### config.mk
export PLATFORM = sky130hd
export DESIGN_NAME = accum_arbiter
export DESIGN_NICKNAME = d
export VERILOG_FILES = /design/src/rtl/accum_arbiter.sv
export SDC_FILE = /design/constraint.sdc
export NUM_CORES = 1
export LEC_CHECK = 0
export ABC_AREA = 1
export BUFFER_PORTS_ARGS = -buffer_cell sky130_fd_sc_hd__buf_2
export CAP_MARGIN = 20
export CORE_AREA = 2 2 59 47
export CTS_BUF_LIST = sky130_fd_sc_hd__clkbuf_16
export DETAILED_ROUTE_END_ITERATION = 16
export DIE_AREA = 0 0 61 49
export PLACE_DENSITY_LB_ADDON = 0.15
export REMOVE_ABC_BUFFERS = 1
export SYNTH_ARGS = -nofsm -noshare
export SYNTH_HDL_FRONTEND = slang
export SYNTH_SLANG_ARGS = --single-unit
### constraint.sdc
create_clock -name clock -period 4 [get_ports clock]
set_input_delay 0.8 -clock clock [delete_from_list [all_inputs] [get_ports clock]]
set_output_delay 0.8 -clock clock [all_outputs]
set_load 0.02 [all_outputs]
### src/rtl/accum_arbiter.sv
`default_nettype none
// +--------------------------------------------------------------------------+
// | accum_arbiter                                                            |
// | Round-robin arbiter sharing one burst accumulator between A and B.      |
// | Revision: 1.0                                                            |
// +--------------------------------------------------------------------------+
module accum_arbiter #(
  parameter int NB_IN  = 4,
  parameter int NB_SUM = 6,
  parameter int NB_LEN = 4
) (
  input  logic              clock,
  input  logic              i_rst_n,
  input  logic              i_req_a,
  input  logic              i_req_b,
  input  logic [NB_LEN-1:0] i_len_a,
  input  logic [NB_LEN-1:0] i_len_b,
  input  logic [NB_IN-1:0]  i_data_a,
  input  logic [NB_IN-1:0]  i_data_b,
  input  logic              i_valid_a,
  input  logic              i_valid_b,
  output logic              o_ready_a,
  output logic              o_ready_b,
  output logic [1:0]        o_grant,
  output logic [NB_SUM-1:0] o_data,
  output logic              o_overflow,
  output logic              o_id,
  output logic              o_res_valid,
  input  logic              i_res_ack
);

  typedef enum logic [1:0] {
    ST_IDLE   = 2'd0,
    ST_ACCUM  = 2'd1,
    ST_RESULT = 2'd2
  } state_t;

  state_t              r_state;
  state_t              w_state_nxt;
  logic [1:0]          r_grant;
  logic                r_id;
  logic                r_last;
  logic [NB_LEN:0]     r_cnt;
  logic [NB_SUM-1:0]   r_sum;
  logic                r_ovf;

  logic                w_win;
  logic [NB_LEN-1:0]   w_len_sel;
  logic                w_gnt_req;
  logic                w_gnt_valid;
  logic [NB_IN-1:0]    w_gnt_data;
  logic                w_beat;
  logic                w_last_beat;
  logic                w_start;
  logic                w_abort;
  logic                w_ack;
  logic [NB_SUM:0]     w_sum_add;

  // On a tie the requester that was not served last wins (0 = A, 1 = B).
  assign w_win       = (i_req_a && i_req_b) ? ~r_last : i_req_b;
  assign w_len_sel   = w_win ? i_len_b : i_len_a;
  assign w_gnt_req   = r_id ? i_req_b   : i_req_a;
  assign w_gnt_valid = r_id ? i_valid_b : i_valid_a;
  assign w_gnt_data  = r_id ? i_data_b  : i_data_a;
  assign w_beat      = (r_state == ST_ACCUM) && w_gnt_valid;
  assign w_last_beat = w_beat && (r_cnt == (NB_LEN+1)'(1));
  assign w_sum_add   = {1'b0, r_sum} + {{(NB_SUM+1-NB_IN){1'b0}}, w_gnt_data};

  always_ff @(posedge clock or negedge i_rst_n) begin
    if (!i_rst_n) begin
      r_state <= ST_IDLE;
    end else begin
      r_state <= w_state_nxt;
    end
  end

  always_comb begin
    w_state_nxt = r_state;
    w_start     = 1'b0;
    w_abort     = 1'b0;
    w_ack       = 1'b0;
    o_ready_a   = 1'b0;
    o_ready_b   = 1'b0;
    o_res_valid = 1'b0;
    case (r_state)
      ST_IDLE: begin
        if (i_req_a || i_req_b) begin
          w_start     = 1'b1;
          w_state_nxt = ST_ACCUM;
        end
      end
      ST_ACCUM: begin
        o_ready_a = r_grant[0];
        o_ready_b = r_grant[1];
        if (w_last_beat) begin
          w_state_nxt = ST_RESULT;
        end else if (!w_gnt_req && !w_beat) begin
          w_abort     = 1'b1;
          w_state_nxt = ST_IDLE;
        end
      end
      ST_RESULT: begin
        o_res_valid = 1'b1;
        if (i_res_ack) begin
          w_ack       = 1'b1;
          w_state_nxt = ST_IDLE;
        end
      end
      default: w_state_nxt = ST_IDLE;
    endcase
  end

  always_ff @(posedge clock or negedge i_rst_n) begin
    if (!i_rst_n) begin
      r_grant <= 2'b00;
      r_id    <= 1'b0;
      r_last  <= 1'b1;
      r_cnt   <= '0;
      r_sum   <= '0;
      r_ovf   <= 1'b0;
    end else begin
      if (w_start) begin
        r_grant <= w_win ? 2'b10 : 2'b01;
        r_id    <= w_win;
        // A zero length field encodes the maximum burst of 2**NB_LEN beats.
        r_cnt   <= (w_len_sel == '0) ? {1'b1, {NB_LEN{1'b0}}} : {1'b0, w_len_sel};
        r_sum   <= '0;
        r_ovf   <= 1'b0;
      end
      if (w_beat) begin
        r_sum <= w_sum_add[NB_SUM-1:0];
        r_ovf <= r_ovf | w_sum_add[NB_SUM];
        r_cnt <= r_cnt - (NB_LEN+1)'(1);
        if (w_last_beat) begin
          r_grant <= 2'b00;
        end
      end
      if (w_abort) begin
        r_grant <= 2'b00;
        r_last  <= r_id;
        r_sum   <= '0;
        r_ovf   <= 1'b0;
      end
      if (w_ack) begin
        r_last <= r_id;
      end
    end
  end

  assign o_grant    = r_grant;
  assign o_data     = r_sum;
  assign o_overflow = r_ovf;
  assign o_id       = r_id;

endmodule
`default_nettype wire
==> results of run 1 <==
-- cell type report --
class / count / share of cell area
multi-input cells: 127 / 0.455
repair buffers: 35 / 0.110
flip-flops and latches: 18 / 0.284
clock buffers: 3 / 0.0473
well taps: 36 / 0.0284
clock inverters: 1 / 0.00236
inverters: 28 / 0.0725
-- path summary, 6_finish.rpt --
| path | startpoint | endpoint | slack (ps) |
|---|---|---|---|
| max | o_id | o_overflow | 1790 |
| min reg2reg | r_cnt[1] | r_cnt[1] | 510 |
| min | i_rst_n | o_data[5] | 480 |
| max reg2reg | o_id | o_overflow | 1790 |
| max in group asynchronous | i_rst_n | r_last | 3200 |
| min in group clock | r_cnt[1] | r_cnt[1] | 510 |
-- power groups by stage --
stage	clock (µW)	sequential [µW]	combinational, µW
2_1_floorplan	0	357	474
3_3_place_gp	0	329	651
3_5_place_dp	0	333	670
4_1_cts	203	330	676
5_1_grt	213	343	760
6_report	199	331	675
-- metal layers --
metal  vias to the layer above  share of wire  global-route usage
li1                        632              -                   -
met1                       552           0.47               0.301
met2                        27           0.48               0.369
met3                         5          0.038              0.0584
met4                         0          0.012              0.0652
met5                         -              0                   0
-- sequential cells by signal, summed over array words and instances, names as in the netlist --
register,cells
o_overflow,1
o_data,6
r_cnt,5
o_id,1
r_last,1
o_grant,2
r_state,2
-- cell usage in the layout (no fill, tap or decap), types with 4 or more instances in the layout --
cell type / count
o21ai_0: 7
buf_2: 35
a21oi_1: 4
inv_1: 24
ha_1: 6
nand3_1: 16
nand2_1: 55
nor2_1: 13
dfrtp_1: 17
inv_4: 4
-- kinds of logic (layout without fill, tap and decap cells) --
logic type               after synthesis  in the layout  synth area share
AO/OA/AOI/OAI                         21             21             0.111
adder cells (fa/ha/maj)                7              7            0.0731
XOR/XNOR                               1              1           0.00674
AND/OR/NAND/NOR                       98             98             0.365
buffers and inverters                 29             67            0.0972
flip-flops                            18             18             0.347
-- metrics by stage --
stage,cells,total power (µW),utilization,setup slack [ps],hold WS [ps]
final,248,1200,0.645,1790,475
after global routing,248,1320,0.645,1650,508
after CTS,248,1210,0.645,1820,497
after detailed placement,244,1000,0.613,1670,489
after global placement,244,980,0.613,1790,479
after floorplan,173,831,-,1940,459
-- worst register-to-register path, stage by stage (launching register included) --
cell	delay, ps
dfrtp_1	570
inv_4	90
nand2_1	80
nand2_1	60
ha_1	240
fa_1	420
nand3_1	120
nand2_1	60
nand2_1	90
nor2_1	50
o21ai_0	210
nand2_1	80
==> impl_metrics.yaml, run 1 <==
cts:
  clk_pin_slew_worst_paths_ps: 50
  root_buffer: "clkbuf_16"
  clk_latency_ps: 250
  clk_path_buf_depth: 2
  cts_tree: "yes"
  h-tree-depth: 1
  hold_buffers: 0
  post_cts_buffers: 0
  cts.sinks: 18
  cts-buffers-inserted: 3
  post_cts_resized: 0
global_routing:
  grt_pass1_wl_mm: 5.22
  antenna_found_initial: 0
  grt_util_all_layers: 0.229
  grt_pass1_vias: 1216
  grt-ovfl-total: 0
  grt_max_degree: 19
synthesis:
  synth.ff_latch_count: 18
  synth_area_um2: 1300
  synth_area_leader_cell: "dfrtp_1"
  syn_inst: 174
  ys_seq_area_frac: 0.347
  yosysMostFrequentCell: "nand2_1"
  yosysWarnings: 0
  ys.flop_type: "dfrtp_1"
  netlist.area_leader.share: 0.327
  synth_commonest_cells: "55 x nand2_1, 23 x inv_1, 17 x dfrtp_1"
  synth_cell_types: 29
  synth-async-reset-ratio: 1.00
  avgSynthCellArea_um2: 7.47
  synth_edf_count: 0
  synth.area.top_cells: "dfrtp_1 33%, nand2_1 16%, inv_1 6.6%, nand3_1 6.2%, ha_1 5.8%"
setup_path:
  reg2reg_depth: 11
  crit_required_ps: 4130
  cp_num_cells: 11
  critical_path.max_stage_delay_ps: 570
  cp_max_fo: 10
  critPathBufInv: 1
  end_kind: "flip-flop"
  crit_slowest_cell: "dfrtp_1"
  critPathLaunchType: "flip-flop"
  crit_path_cell_trace: "inv_4, nand2_1, nand2_1, ha_1, fa_1, nand3_1, nand2_1, nand2_1, nor2_1, o21ai_0, nand2_1"
  cpMostUsedCell: "nand2_1"
  cp_top_family: "adder cells"
  criticalPathCategory: "reg2reg"
  cp.arrival_ps: 2330
layout:
  multi_input_comb_area_um2: 722
  syn_to_final_growth_pct: 22.1
  nets: 243
  final-seq-area_um2: 452
  n_fill_cell: 221
  postLayoutCellArea_um2: 1590
  diodes: 0
  drive_gt1_frac: 0.269
route:
  ant_nets: 0
  dr.pass1.iters: 4
  vias: 1216
  finalWirelength_mm: 2.98
  first_iter_violations: 60
  drc: 0
  avgViaCountPerCell: 4.90
  drt-wirelength-per-cell_um: 12.0
floorplan:
  die_w_um: 61
  rows: 16
  io_pins: 36
  coreArea_um2: 2460
  dieArea_um2: 2990
  start_util: 0.528
  floorplan.die.height_um: 49
flow_run:
  drv_cap: 0
timing:
  fmax_ghz: 0.453
  period_needed_ps: 2210
  finalHoldViolCount: 0
  fin_skew_ps: 1.58
  worst_slew_pin_slew_ps: 407
  setup_violations: 0
  maxSlewViolCount: 0
  relSlewSlack: 0.728
  rsz0062_at_grt: "no"
  period_share: 0.552
  fin_tns_setup_ps: 0
pwr:
  combPwrFrac: 0.560
  clkPwrFrac: 0.165
  switching_share: 0.477
  power_density_nw_per_um2: 759
  peakVddDrop_uv: 364
  p_int_uw: 630
  seq_power_share: 0.274
  netSwitchingPower_uw: 574
  p_leak_uw: 0.000916
worst_hold_path:
  hp-class: "in2async"
placement:
  numPortBuffers: 35
  hpwl_mm: 2.34
  dpl_cell_area_um2: 1510
  gp_congestion: 0.911
status:
  outcome: "finished clean"
Power figures use the tool's default switching activity.
==> inputs of run 2 (changes only) <==
--- a/config.mk
+++ b/config.mk
@@ -8,10 +8,10 @@
 export ABC_AREA = 1
 export BUFFER_PORTS_ARGS = -buffer_cell sky130_fd_sc_hd__buf_2
 export CAP_MARGIN = 20
-export CORE_AREA = 2 2 59 47
+export CORE_AREA = 2 2 64 51
 export CTS_BUF_LIST = sky130_fd_sc_hd__clkbuf_16
 export DETAILED_ROUTE_END_ITERATION = 16
-export DIE_AREA = 0 0 61 49
+export DIE_AREA = 0 0 66 53
 export PLACE_DENSITY_LB_ADDON = 0.15
 export REMOVE_ABC_BUFFERS = 1
 export SYNTH_ARGS = -nofsm -noshare
==> constraint.sdc (replaced) <==
create_clock -name clock -period 1.9 [get_ports clock]
set_input_delay 0.38 -clock clock [delete_from_list [all_inputs] [get_ports clock]]
set_output_delay 0.38 -clock clock [all_outputs]
set_load 0.02 [all_outputs]
==> impl_metrics.yaml, run 2 (same netlist as run 1, synthesis figures left out) <==
setup_path:
  r2r-start: "o_id"
  criticalPathCategory: "reg2reg"
  critPathLaunchType: "flip-flop"
  cp_max_fo: 7
  end_kind: "flip-flop"
  reg2reg_setup_slack_ps: 100
  cp.arrival_ps: 1930
  rr_endpoint: "o_overflow"
  reg2reg_depth: 10
  crit_required_ps: 2030
layout:
  mostFrequentLayoutCells: "55 x nand2_1, 35 x buf_2, 24 x inv_1"
  syn_to_final_growth_pct: 23.7
  nets: 244
  diodes: 0
  drive_gt1_frac: 0.286
  n_fill_cell: 269
  final_util: 0.564
  final_common_cell: "nand2_1"
  largest_reg_flops: 6
cts:
  post_cts_resized: 0
  cts.sinks: 18
  hold_buffers: 0
  h-tree-depth: 1
  clk_path_buf_depth: 2
  clk_latency_ps: 250
  root_buffer: "clkbuf_16"
  post_cts_buffers: 0
  cts-buffers-inserted: 3
  clk_pin_slew_worst_paths_ps: 50
  cts_tree: "yes"
pwr:
  p_leak_uw: 0.000918
  power_density_nw_per_um2: 1600
  total_power_uw: 2570
  peakVddDrop_uv: 787
floorplan:
  floorplan.die.height_um: 53
  coreArea_um2: 2850
  dieArea_um2: 3500
  start_util: 0.456
  die_w_um: 66
  rows: 17
  io_pins: 36
timing:
  relSlewSlack: 0.717
  period_needed_ps: 1800
  finalHoldViolCount: 0
  fmax_ghz: 0.555
  setup_violations: 0
  rsz0062_at_grt: "no"
  maxSlewViolCount: 0
  worst_slew_pin_slew_ps: 424
  fin_skew_ps: 1.35
  period_share: 0.948
route:
  drt-wirelength-per-cell_um: 12.1
  finalWirelength_mm: 3.04
  vias: 1250
  drc: 0
  first_iter_violations: 86
  dr.pass1.iters: 4
  ant_nets: 0
  avgViaCountPerCell: 4.98
global_routing:
  grt_util_all_layers: 0.192
  grt_max_degree: 19
  grt_pass1_vias: 1183
  grt_pass1_wl_mm: 5.07
  grt-ovfl-total: 0
  antenna_found_initial: 0
placement:
  numPortBuffers: 35
  gp_congestion: 0.887
  hpwl_mm: 2.41
worst_hold_path:
  hp-class: "in2async"
flow_run:
  drv_cap: 0
status:
  outcome: "finished clean"
-- run 2: per-stage QoR --
step	instance area, µm²	worst slack (ps)	hold WS [ps]	instances	TNS, ps
after floorplan	1290	-28.3	84.4	173	-28.3
after global placement	1520	108	342	247	0
after detailed placement	1520	46.8	342	247	0
after CTS	1600	48.8	77.7	251	0
after global routing	1610	4.43	91.0	251	0
final	1610	98.5	63.1	251	0
-- run 2: layer usage --
metal | vias up | track usage | routed length (µm)
met2 | 37 | 0.310 | 1380
met5 | - | 0 | 0
met1 | 575 | 0.261 | 1470
li1 | 636 | - | -
met4 | 0 | 0.0476 | 16
met3 | 2 | 0.0447 | 174
-- run 2: how the worst max path moves through the flow --
| stage | startpoint | to | cells after the start |
|---|---|---|---|
| final | o_id | o_overflow | 10 |
| after global routing | o_id | o_overflow | 10 |
| after CTS | o_id | o_overflow | 11 |
| after detailed placement | i_data_b[0] | o_overflow | 11 |
| after global placement | i_data_b[0] | o_overflow | 11 |
| after floorplan | o_id | o_overflow | 11 |
-- run 2: final cells by class --
class                           count  area, µm²  share of cell area
Clock buffer                        3       75.1              0.0467
Timing Repair Buffer               36        183               0.114
Sequential cell                    18        452               0.281
Multi-Input combinational cell    127        732               0.455
Tap cell                           38       47.5              0.0296
Inverter                           28        115              0.0716
Clock inverter                      1       3.75             0.00233
-- run 2: worst max-delay path, cell delays in order, from the launching register on --
cell and delay, ps:
dfrtp_1 430, buf_4 180, nand2_1 50, nand2_1 50, ha_1 340, a21oi_1 230, nand2_1 70, nand2_1 80
nor2_1 40, o21ai_0 140, nand2_1 70
-- run 2: power by group --
part | leakage, µW | switching (µW) | internal [µW]
clock network | 0.0000423 | 140 | 279
registers | 0.000227 | 135 | 545
logic | 0.000648 | 944 | 524
total | 0.000918 | 1220 | 1350
==> inputs of run 3 (changes only) <==
--- a/config.mk
+++ b/config.mk
@@ -5,7 +5,6 @@
 export SDC_FILE = /design/constraint.sdc
 export NUM_CORES = 1
 export LEC_CHECK = 0
-export ABC_AREA = 1
 export BUFFER_PORTS_ARGS = -buffer_cell sky130_fd_sc_hd__buf_2
 export CAP_MARGIN = 20
 export CORE_AREA = 2 2 64 51
==> impl_metrics.yaml, run 3 <==
synthesis:
  synth-simple-area-share: 0.224
  avgSynthCellArea_um2: 9.65
  synth_top_family_by_area: "simple AND/OR/NAND/NOR gates"
  synth_compound_area_frac: 0.182
  synth_commonest_cells: "17 x dfrtp_1, 13 x nand2_1, 10 x nor2_1"
  synth.area.top_cells: "dfrtp_1 34%, ha_1 5.9%, mux2_2 4.5%, nand2_1 3.9%, nand3_1 3.2%"
  ys.flop_type: "dfrtp_1"
  synth.ff_latch_count: 18
  synth_edf_count: 0
  yosysWarnings: 0
  synth_area_um2: 1260
  synth-xor-area-share: 0.0208
  netlist.area_leader.share: 0.337
  synth_cell_types: 50
  syn_inst: 131
  ys_seq_area_frac: 0.357
  synth-async-reset-ratio: 1.00
  yosysMostFrequentCell: "dfrtp_1"
  synth_fa_ha_area_frac: 0.0752
  synth_area_leader_cell: "dfrtp_1"
  muxShareOfSynthArea: 0.0921
layout:
  n_fill_cell: 258
  final_common_cell: "buf_2"
  nets: 204
  diodes: 0
  mostFrequentLayoutCells: "35 x buf_2, 16 x dfrtp_1, 13 x nand2_1"
  postLayoutCellArea_um2: 1620
  drive_gt1_frac: 0.393
  largest_reg_flops: 6
  syn_to_final_growth_pct: 28.5
route:
  first_iter_violations: 63
  finalWirelength_mm: 3.20
  drt-wirelength-per-cell_um: 15.2
  ant_nets: 0
  vias: 1170
  dr.pass1.iters: 4
  drc: 0
  avgViaCountPerCell: 5.55
setup_path:
  cp_max_fo: 6
  criticalPathCategory: "reg2reg"
  r2r-start: "o_id"
  reg2reg_depth: 6
  rr_endpoint: "o_data[5]"
  critPathLaunchType: "flip-flop"
  reg2reg_setup_slack_ps: 20
  crit_required_ps: 2030
  cp.arrival_ps: 2010
  end_kind: "flip-flop"
cts:
  root_buffer: "clkbuf_16"
  cts_tree: "yes"
  cts-buffers-inserted: 3
  cts.sinks: 18
  h-tree-depth: 1
  hold_buffers: 0
  clk_pin_slew_worst_paths_ps: 50
  clk_latency_ps: 250
  clk_path_buf_depth: 2
timing:
  maxSlewViolCount: 0
  period_share: 0.990
  fin_skew_ps: 5.38
  fin_tns_setup_ps: 0
  finalHoldViolCount: 0
  fmax_ghz: 0.532
  setup_violations: 0
  relSlewSlack: 0.710
  period_needed_ps: 1880
  worst_slew_pin_slew_ps: 432
  rsz0062_at_grt: "yes"
floorplan:
  dieArea_um2: 3500
  coreArea_um2: 2850
  rows: 17
  start_util: 0.443
  die_w_um: 66
  floorplan.die.height_um: 53
  io_pins: 36
status:
  outcome: "finished clean"
pwr:
  peakVddDrop_uv: 658
  p_leak_uw: 0.000778
  power_density_nw_per_um2: 1520
global_routing:
  grt_util_all_layers: 0.197
  grt_max_degree: 19
  grt-ovfl-total: 0
  grt_pass1_wl_mm: 5.10
  grt_pass1_vias: 1112
  antenna_found_initial: 0
placement:
  dpl_cell_area_um2: 1500
  numPortBuffers: 35
  gp_congestion: 0.816
  hpwl_mm: 2.47
worst_hold_path:
  hp-class: "in2async"
flow_run:
  drv_cap: 0
[run 3: logic make-up (layout without fill, tap and decap cells)]
kind of cell,count (synthesis),after routing
adder cells (fa/ha/maj),7,7
AO/OA/AOI/OAI,31,31
multiplexers,10,10
flip-flops,18,18
AND/OR/NAND/NOR,53,53
buffers and inverters,9,51
XOR/XNOR,3,3
[run 3: area by class of cell]
class | count | area (µm²) | area share
multi-input cells | 104 | 791 | 0.487
flip-flops and latches | 18 | 453 | 0.279
repair buffers | 44 | 243 | 0.149
clock buffers | 3 | 75.1 | 0.0462
well taps | 38 | 47.5 | 0.0293
inverters | 3 | 11.3 | 0.00693
clock inverters | 1 | 3.75 | 0.00231
[run 3: what timing repair did]
action                                  in CTS  in global routing
endpoints found under the setup margin       3                  7
buffers inserted                             1                  0
pin swaps                                    0                  2
gates resized for setup                      4                  3
[run 3: per-stage QoR]
step / total power [µW] / std cells / hold WS, ps / worst slack, ps / util
after floorplan: 1520 / 125 / 84.4 / -208 / -
after global placement: 1920 / 206 / 334 / -19.8 / 0.525
after detailed placement: 1960 / 206 / 348 / -81.4 / 0.525
after CTS: 2450 / 211 / 82.2 / 4.97 / 0.565
after global routing: 2640 / 211 / 93.4 / -71.2 / 0.570
final: 2460 / 211 / 63.7 / 19.3 / 0.570
[run 3: where the power goes]
group	internal [µW]	leakage (µW)	switching, µW
registers	543	0.000225	190
logic	605	0.000510	701
clock network	280	0.0000423	142
total	1430	0.000778	1030
[run 3: worst max-delay path: stages, from the launching register on]
cell and delay, ps:
dfrtp_2 420, mux2_2 380, ha_1 280, a21o_1 180
a221o_1 330, nand3b_1 100, o211ai_1 80
[run 3: worst max-delay path by stage]
stage | startpoint | endpoint | slack [ps] | cells past startpoint
after floorplan | o_id | o_data[5] | -210 | 6
after global placement | o_id | o_data[5] | -20 | 6
after detailed placement | o_id | o_data[5] | -80 | 6
after CTS | o_id | o_data[5] | 5 | 6
after global routing | o_id | r_cnt[1] | -70 | 6
final | o_id | o_data[5] | 20 | 6
[run 3: layer usage]
layer,vias up,global-route usage,part of all wire
met4,0,0.0510,0.0044
met5,-,0,0
met3,2,0.0468,0.058
met2,34,0.342,0.47
met1,568,0.249,0.46
li1,566,-,-
